==> config.mk <==
export PLATFORM = sky130hd
export DESIGN_NAME = btn_debounce
export DESIGN_NICKNAME = d
export VERILOG_FILES = /design/src/rtl/debounce_pkg.sv /design/src/rtl/btn_debounce_sync2.sv /design/src/rtl/btn_debounce.sv
export SDC_FILE = /design/constraint.sdc
export NUM_CORES = 1
export LEC_CHECK = 0
export CORE_ASPECT_RATIO = 1.4
export CORE_MARGIN = 3
export CORE_UTILIZATION = 30
export DETAILED_ROUTE_END_ITERATION = 7
export HOLD_SLACK_MARGIN = 0.1
export SYNTH_ARGS = -nofsm -noshare
export SYNTH_HDL_FRONTEND = slang
export SYNTH_SLANG_ARGS = --single-unit
==> constraint.sdc <==
create_clock -name clk -period 3.3 [get_ports clk]
set_input_delay 0.33 -clock clk [delete_from_list [all_inputs] [get_ports clk]]
set_output_delay 0.33 -clock clk [all_outputs]
set_load 0.005 [all_outputs]
==> src/rtl/debounce_pkg.sv <==
// ---------------------------------------------------------------------------
// debounce_pkg : shared state encoding and default timing for btn_debounce
// Rev 1.0
// ---------------------------------------------------------------------------
`default_nettype none

package debounce_pkg;

  localparam logic [1:0] ST_LO      = 2'b00;
  localparam logic [1:0] ST_WAIT_HI = 2'b01;
  localparam logic [1:0] ST_HI      = 2'b10;
  localparam logic [1:0] ST_WAIT_LO = 2'b11;

  // 10 ms at 100 MHz
  localparam int DEFAULT_STABLE_CNT = 1_000_000;
  localparam int DEFAULT_CNT_W      = 20;

  typedef enum logic [1:0] {
    S_LO      = ST_LO,
    S_WAIT_HI = ST_WAIT_HI,
    S_HI      = ST_HI,
    S_WAIT_LO = ST_WAIT_LO
  } state_e;

endpackage

`default_nettype wire

==> src/rtl/btn_debounce_sync2.sv <==
// ---------------------------------------------------------------------------
// sync2 : two-flop synchronizer for a single asynchronous level
// Rev 1.0
// ---------------------------------------------------------------------------
`default_nettype none

module sync2 (
  input  logic clk,
  input  logic rst,
  input  logic d,
  output logic q
);

  logic s1_q, s1_d;
  logic s2_q, s2_d;

  always_comb begin
    s1_d = d;
    s2_d = s1_q;
  end

  always_ff @(posedge clk or negedge rst) begin
    if (!rst) begin
      s1_q <= 1'b0;
      s2_q <= 1'b0;
    end else begin
      s1_q <= s1_d;
      s2_q <= s2_d;
    end
  end

  assign q = s2_q;

endmodule

`default_nettype wire

==> src/rtl/btn_debounce.sv <==
// ---------------------------------------------------------------------------
// btn_debounce : synchronizes a bouncing button and qualifies each level
//                change over STABLE_CNT consecutive stable clocks
// Rev 1.0
// ---------------------------------------------------------------------------
`default_nettype none

module btn_debounce
  import debounce_pkg::*;
#(
  parameter int STABLE_CNT = DEFAULT_STABLE_CNT,
  parameter int CNT_W      = DEFAULT_CNT_W
) (
  input  logic clk,
  input  logic rst,
  input  logic d,
  output logic db,
  output logic busy
);

  localparam logic [CNT_W-1:0] CNT_LAST = CNT_W'(STABLE_CNT - 1);

  logic             s;
  state_e           state_q, state_d;
  logic [CNT_W-1:0] cnt_q, cnt_d;
  logic             db_q, db_d;
  logic             busy_q, busy_d;

  sync2 u_sync (
    .clk (clk),
    .rst (rst),
    .d   (d),
    .q   (s)
  );

  // Counter defaults to zero so it is held clear everywhere except while counting.
  always_comb begin
    state_d = state_q;
    cnt_d   = '0;
    unique case (state_q)
      S_LO: begin
        if (s) state_d = S_WAIT_HI;
      end
      S_WAIT_HI: begin
        if (!s)                     state_d = S_LO;
        else if (cnt_q == CNT_LAST) state_d = S_HI;
        else                        cnt_d   = cnt_q + 1'b1;
      end
      S_HI: begin
        if (!s) state_d = S_WAIT_LO;
      end
      S_WAIT_LO: begin
        if (s)                      state_d = S_HI;
        else if (cnt_q == CNT_LAST) state_d = S_LO;
        else                        cnt_d   = cnt_q + 1'b1;
      end
      default: state_d = S_LO;
    endcase
    db_d   = (state_d == S_HI)      || (state_d == S_WAIT_LO);
    busy_d = (state_d == S_WAIT_HI) || (state_d == S_WAIT_LO);
  end

  always_ff @(posedge clk or negedge rst) begin
    if (!rst) begin
      state_q <= S_LO;
      cnt_q   <= '0;
      db_q    <= 1'b0;
      busy_q  <= 1'b0;
    end else begin
      state_q <= state_d;
      cnt_q   <= cnt_d;
      db_q    <= db_d;
      busy_q  <= busy_d;
    end
  end

  assign db   = db_q;
  assign busy = busy_q;

endmodule

`default_nettype wire

# Yosys cells after proc, flatten, opt, wreduce, memory -nomap -nowiden

Cells that the tools add are included.
W data, S select, Z words.

$add $sub $neg: 1
Eq/ne operators: 7
Muxes and demuxes: 11
Reductions and logical operators: 3

Operator list:

| operator                | count |
|---|---|
| $mux W20                | 3 |
| $pmux W20 S2            | 1 |
| $add A20 B1 Y20 const B | 1 |
| $eq A20 B20 Y1 const B  | 1 |
| $mux W2                 | 6 |
| $eq A2 B2 Y1 const B    | 4 |
| $pmux W2 S4             | 1 |
| $eq A2 B1 Y1 const B    | 2 |
| $logic_not A2 Y1        | 1 |
| $logic_or A1 B1 Y1      | 2 |

Bits in registers: 26
Input port bits: 3
Output and inout port bits: 2
Logic and storage cells: 28

# Longest topological paths before layout

Depth in word-level cells: 6
Mapped depth: 6
Gate-level depth less buffers: 5

# Modules after synthesis

Synthesis repeated with hierarchy kept, for this count alone.

Cell total of the unflattened synthesis: 115
Area total of the unflattened synthesis: 1184.9 um2

Modules (own cells, without submodules):

| module       | instances | cells each | area each (um2) | seq. area each (um2) |
|---|---|---|---|---|
| btn_debounce | 1         | 113        | 1134.8          | 575.6 |
| sync2        | 1         | 2          | 50.0            | 50.0 |

# Worst setup path after synthesis

Ideal clock, no wire load.

Kind: register to register
Start point: register cnt_q[6]
End point: register db_q (netlist: db)
Setup time: 0.128 ns
Arrival: 1.936 ns
Required time: 3.172 ns
Slack: 1.237 ns
Cell stages (with the launch flop): 5
Path buffers: 0
Period minus slack after synthesis: 2.063 ns
Cell sequence: dfrtp_1 > or4b_1 > or4_4 > nor3_2 > mux2_1

Longest elaborated chain between the ends: 6
Elaborated cells between the ends (all ways): 9
Those cells by class: 3 x eq/ne; 5 x mux; 1 x reduce/logical

Ends and longest elaborated chain:

| item                              | RTL line                               | RTL |
|---|---|---|
| start: declaration                | btn_debounce.sv:25                     | `logic [CNT_W-1:0] cnt_q, cnt_d;` |
| start signal: assignment          | btn_debounce.sv:71                     | `cnt_q <= cnt_d;` |
| $eq A20 B20 Y1 *                  | btn_debounce.sv:46, btn_debounce.sv:54 |  |
| $mux W2, on equally long branches | btn_debounce.sv:54, btn_debounce.sv:46 |  |
| $mux W2, on equally long branches | btn_debounce.sv:53, btn_debounce.sv:45 |  |
| $pmux W2 S4 *                     | btn_debounce.sv:40                     | `unique case (state_q)` |
| $eq A2 B2 Y1                      | btn_debounce.sv:59                     | `db_d = (state_d == S_HI) \|\| (state_d == S_WAIT_LO);` |
| $logic_or A1 B1 Y1 *              | btn_debounce.sv:59                     |  |
| via db_d                          | btn_debounce.sv:26                     | `logic db_q, db_d;` |
| end signal: assignment            | btn_debounce.sv:67                     | `db_q <= 1'b0;` |
| end signal: assignment            | btn_debounce.sv:72                     | `db_q <= db_d;` |
| end: declaration                  | btn_debounce.sv:26                     |  |

Mark *: on every way through the listed nets, which the timed path passes. The rest lies on a longest branch.

# Worst setup path in the final report

Start point: register cnt_q[6]
End point: register cnt_q[8]

Longest elaborated chain between the ends: 4
Elaborated cells between the ends (all ways): 6
Those cells by class: 1 x add/sub; 1 x eq/ne; 4 x mux

Ends and longest elaborated chain:

| item                                              | RTL line |
|---|---|
| $add A20 B1 Y20 or $eq A20 B20 Y1 (tied branches) | n/a |
| $mux W20 *                                        | btn_debounce.sv:46, btn_debounce.sv:54 |
| $mux W20, on equally long branches                | btn_debounce.sv:53, btn_debounce.sv:45 |
| $pmux W20 S2 *                                    | btn_debounce.sv:40 |
| via cnt_d[8]                                      | btn_debounce.sv:25 |

Marks and branches as above.

==> results.py <==
metrics = {
    "run_status": {
        "status": "finished clean",
    },
    "route": {
        "wl_microns": 2140,
        "ant_nets": 0,
        "drt_iter0_markers": 19,
        "drc": 0,
        "drt-wirelength-per-cell_microns": 13.3,
        "dr.pass1.iters": 6,
        "avgViaCountPerCell": 5.30,
        "via_count": 854,
    },
    "placement": {
        "gp_congestion": 0.764,
        "post_dp_cell_area_sq_mm": 0.00127,
        "dpl.hpwl_microns": 1520,
        "io_buffers": 4,
        "pre_cts_ws_ns": 0.788,
    },
    "setup_path": {
        "critical_path.endpoint": "cnt_q[8]",
        "r2r-start": "cnt_q[6]",
        "rr_worst_depth": 4,
        "slowest_delay_ns": 0.65,
        "crit_fanout": 20,
        "crit_chain": "or4b_1 > or4_4 > o211ai_2 > nor2_1",
        "slowest_stage": "o211ai_2",
        "cp.arrival_ns": 2.60,
        "path_class": "reg2reg",
        "r2r-end": "cnt_q[8]",
        "worstSetupStartpoint": "cnt_q[6]",
        "start_kind": "flop",
        "required_ns": 3.42,
        "rrSetupSlack_ns": 0.82,
        "endpoint_kind": "flop",
    },
    "run": {
        "maxCapViolCount": 0,
    },
    "power": {
        "sw_frac_of_total": 0.212,
        "p_seq_frac": 0.612,
        "p_leak_nw": 0.518,
        "p_sw_mw": 0.108,
        "power.internal_mw": 0.401,
        "peakVddDrop_mv": 0.250,
        "power.density_mw_per_mm2": 387,
        "p_total_mw": 0.508,
        "combPwrFrac": 0.033,
        "p_clk_frac": 0.355,
    },
    "synthesis": {
        "synth_fa_ha_area_frac": 0.0104,
        "async_flop_share": 1.00,
        "synth.area.mux_share": 0.0188,
        "avgSynthCellArea_sq_um": 10.6,
        "synthSimpleGateAreaFrac": 0.244,
        "syn-num-nets": 117,
        "ys_seq_area_frac": 0.522,
        "postSynthCellCount": 113,
        "synthXorXnorAreaFrac": 0.0950,
        "yosys_register_bits": 25,
        "synth_top_family_by_area": "simple AND/OR/NAND/NOR gates",
        "netlist_area_sq_mm": 0.00120,
        "synth_edf_count": 0,
        "ys_dominant_reg_cell": "dfrtp_1",
        "ys_types": 26,
        "ys.warnings.count": 0,
        "synth_compound_area_frac": 0.0752,
    },
    "cts": {
        "cts_tree": "done",
        "hold_buffers": 0,
        "cts_buffer_depth": 2,
        "cts_sinks": 25,
        "cts.reportedPaths.clkPinSlew_ns": 0.08,
        "htreeDepth": 1,
        "cts_resized": 0,
        "postCtsSetupBuffers": 0,
        "cts_made_buffers": 3,
        "cts_root_buf": "clkbuf_8",
        "clock_latency_ns": 0.27,
    },
    "min_path": {
        "hold_class": "reg2reg",
    },
    "sta": {
        "fmax_mhz": 404,
        "finalHoldViolCount": 0,
        "finalSetupTns_ns": 0,
        "hold_slack_ns": 0.370,
        "skew_ns": 0.00190,
        "finalSetupViolCount": 0,
        "period_share": 0.750,
        "layout_setup_ws_ns": 0.823,
        "rsz0062_at_grt": "no",
        "slew_headroom": 0.280,
        "worst_slew_pin_slew_ns": 1.08,
        "min_period_ns": 2.48,
        "maxSlewViolCount": 0,
    },
    "die": {
        "initial_utilization": 0.320,
        "fp.dieW_microns": 59.4,
        "rows": 26,
        "core_sq_mm": 0.00374,
        "io_pins": 5,
        "die_y_microns": 80.8,
        "die-area_sq_mm": 0.00480,
    },
    "final_layout": {
        "n_fill_cell": 373,
        "antenna_cells": 0,
        "drive_above_1_share": 0.0672,
        "stdcell_area_sq_mm": 0.00131,
        "final_common_cell": "dfrtp_1",
        "area_delta_synth_final_pct": 9.60,
        "nets": 124,
        "final_cell_mix": "25 x dfrtp_1, 14 x nor2_1, 8 x xor2_1",
    },
    "grt": {
        "grt_pass1_wl_microns": 3810,
        "grt_max_degree": 26,
        "antenna_found_initial": 0,
        "grt_overflow": 0,
        "grt_usage": 0.103,
        "grt_pass1_vias": 867,
    },
}
[cell families after synthesis]
| group | Yosys count |
|---|---|
| and+or+nand+nor | 51 |
| buffers and inverters | 7 |
| AOI/OAI and AO/OA | 14 |
| xor gates and xnor gates | 13 |
| DFF | 25 |
| adders and majority gates | 1 |
| muxes | 2 |
[through the flow]
step / cells / utilization
5_1_grt: 161 / 0.351
4_1_cts: 161 / 0.351
3_5_place_dp: 157 / 0.339
2_1_floorplan: 113 / -
6_report: 161 / 0.351
3_3_place_gp: 157 / 0.339
[registers in the layout, indices dropped and copies added (netlist names)]
name and cells:
state_q 2, cnt_q 20, db 1, u_sync.q 1
u_sync.s1_q 1
[power by group through the flow]
stage          clock network, mW  logic [mW]  registers (mW)
2_1_floorplan                  0     0.00883           0.317
3_3_place_gp                   0      0.0171           0.317
3_5_place_dp                   0      0.0178           0.318
4_1_cts                    0.184      0.0178           0.311
5_1_grt                    0.190      0.0197           0.312
6_report                   0.180      0.0168           0.311
[worst min-delay path by stage]
| stage | slack (ns) | depth (start not counted) | from | end |
|---|---|---|---|---|
| 3_5_place_dp | 0.35 | 0 | u_sync.s1_q | u_sync.q |
| 2_1_floorplan | 0.03 | 0 | rst | cnt_q[0] |
| 5_1_grt | 0.39 | 0 | u_sync.s1_q | u_sync.q |
| 6_report | 0.37 | 0 | u_sync.s1_q | u_sync.q |
| 4_1_cts | 0.37 | 0 | u_sync.s1_q | u_sync.q |
| 3_3_place_gp | 0.33 | 0 | u_sync.s1_q | u_sync.q |
[synth_stat cells (2+ instances only)]
cell | number | area, sq um
inv_1 | 5 | 18.8
nand3_1 | 7 | 35.0
xnor2_1 | 5 | 43.8
nor2_1 | 14 | 52.6
o31ai_1 | 3 | 22.5
nand4_1 | 7 | 43.8
nand2_1 | 5 | 18.8
mux2_1 | 2 | 22.5
or3_1 | 2 | 12.5
and4_1 | 3 | 26.3
or4_1 | 6 | 45.0
o21ai_0 | 3 | 15.0
buf_6 | 2 | 22.5
a21oi_1 | 6 | 30.0
dfrtp_1 | 25 | 626
xor2_1 | 8 | 70.1
[critical path, delay by kind of cell (launching register included)]
kind               cells  cell delay [ns]
DFF                    1             0.44
AOI/OAI and AO/OA      1             0.65
and+or+nand+nor        3             1.23
[routing by layer]
layer,routed length (microns),track usage,vias to the layer above,share of wire
met5,0,0,-,0
met4,55,0.0680,0,0.026
met3,29,0.0143,4,0.014
met2,1070,0.161,8,0.50
met1,978,0.130,424,0.46
li1,-,-,418,-
[cell type report]
cell class	count	area, sq um	area share
clock buffer	4	45.0	0.0343
inverter	5	18.8	0.0143
multi-input combinational	81	532	0.405
sequential	25	626	0.476
tap	42	52.6	0.0400
timing repair buffer	4	40.0	0.0305
(Power assumes the default switching activity.)
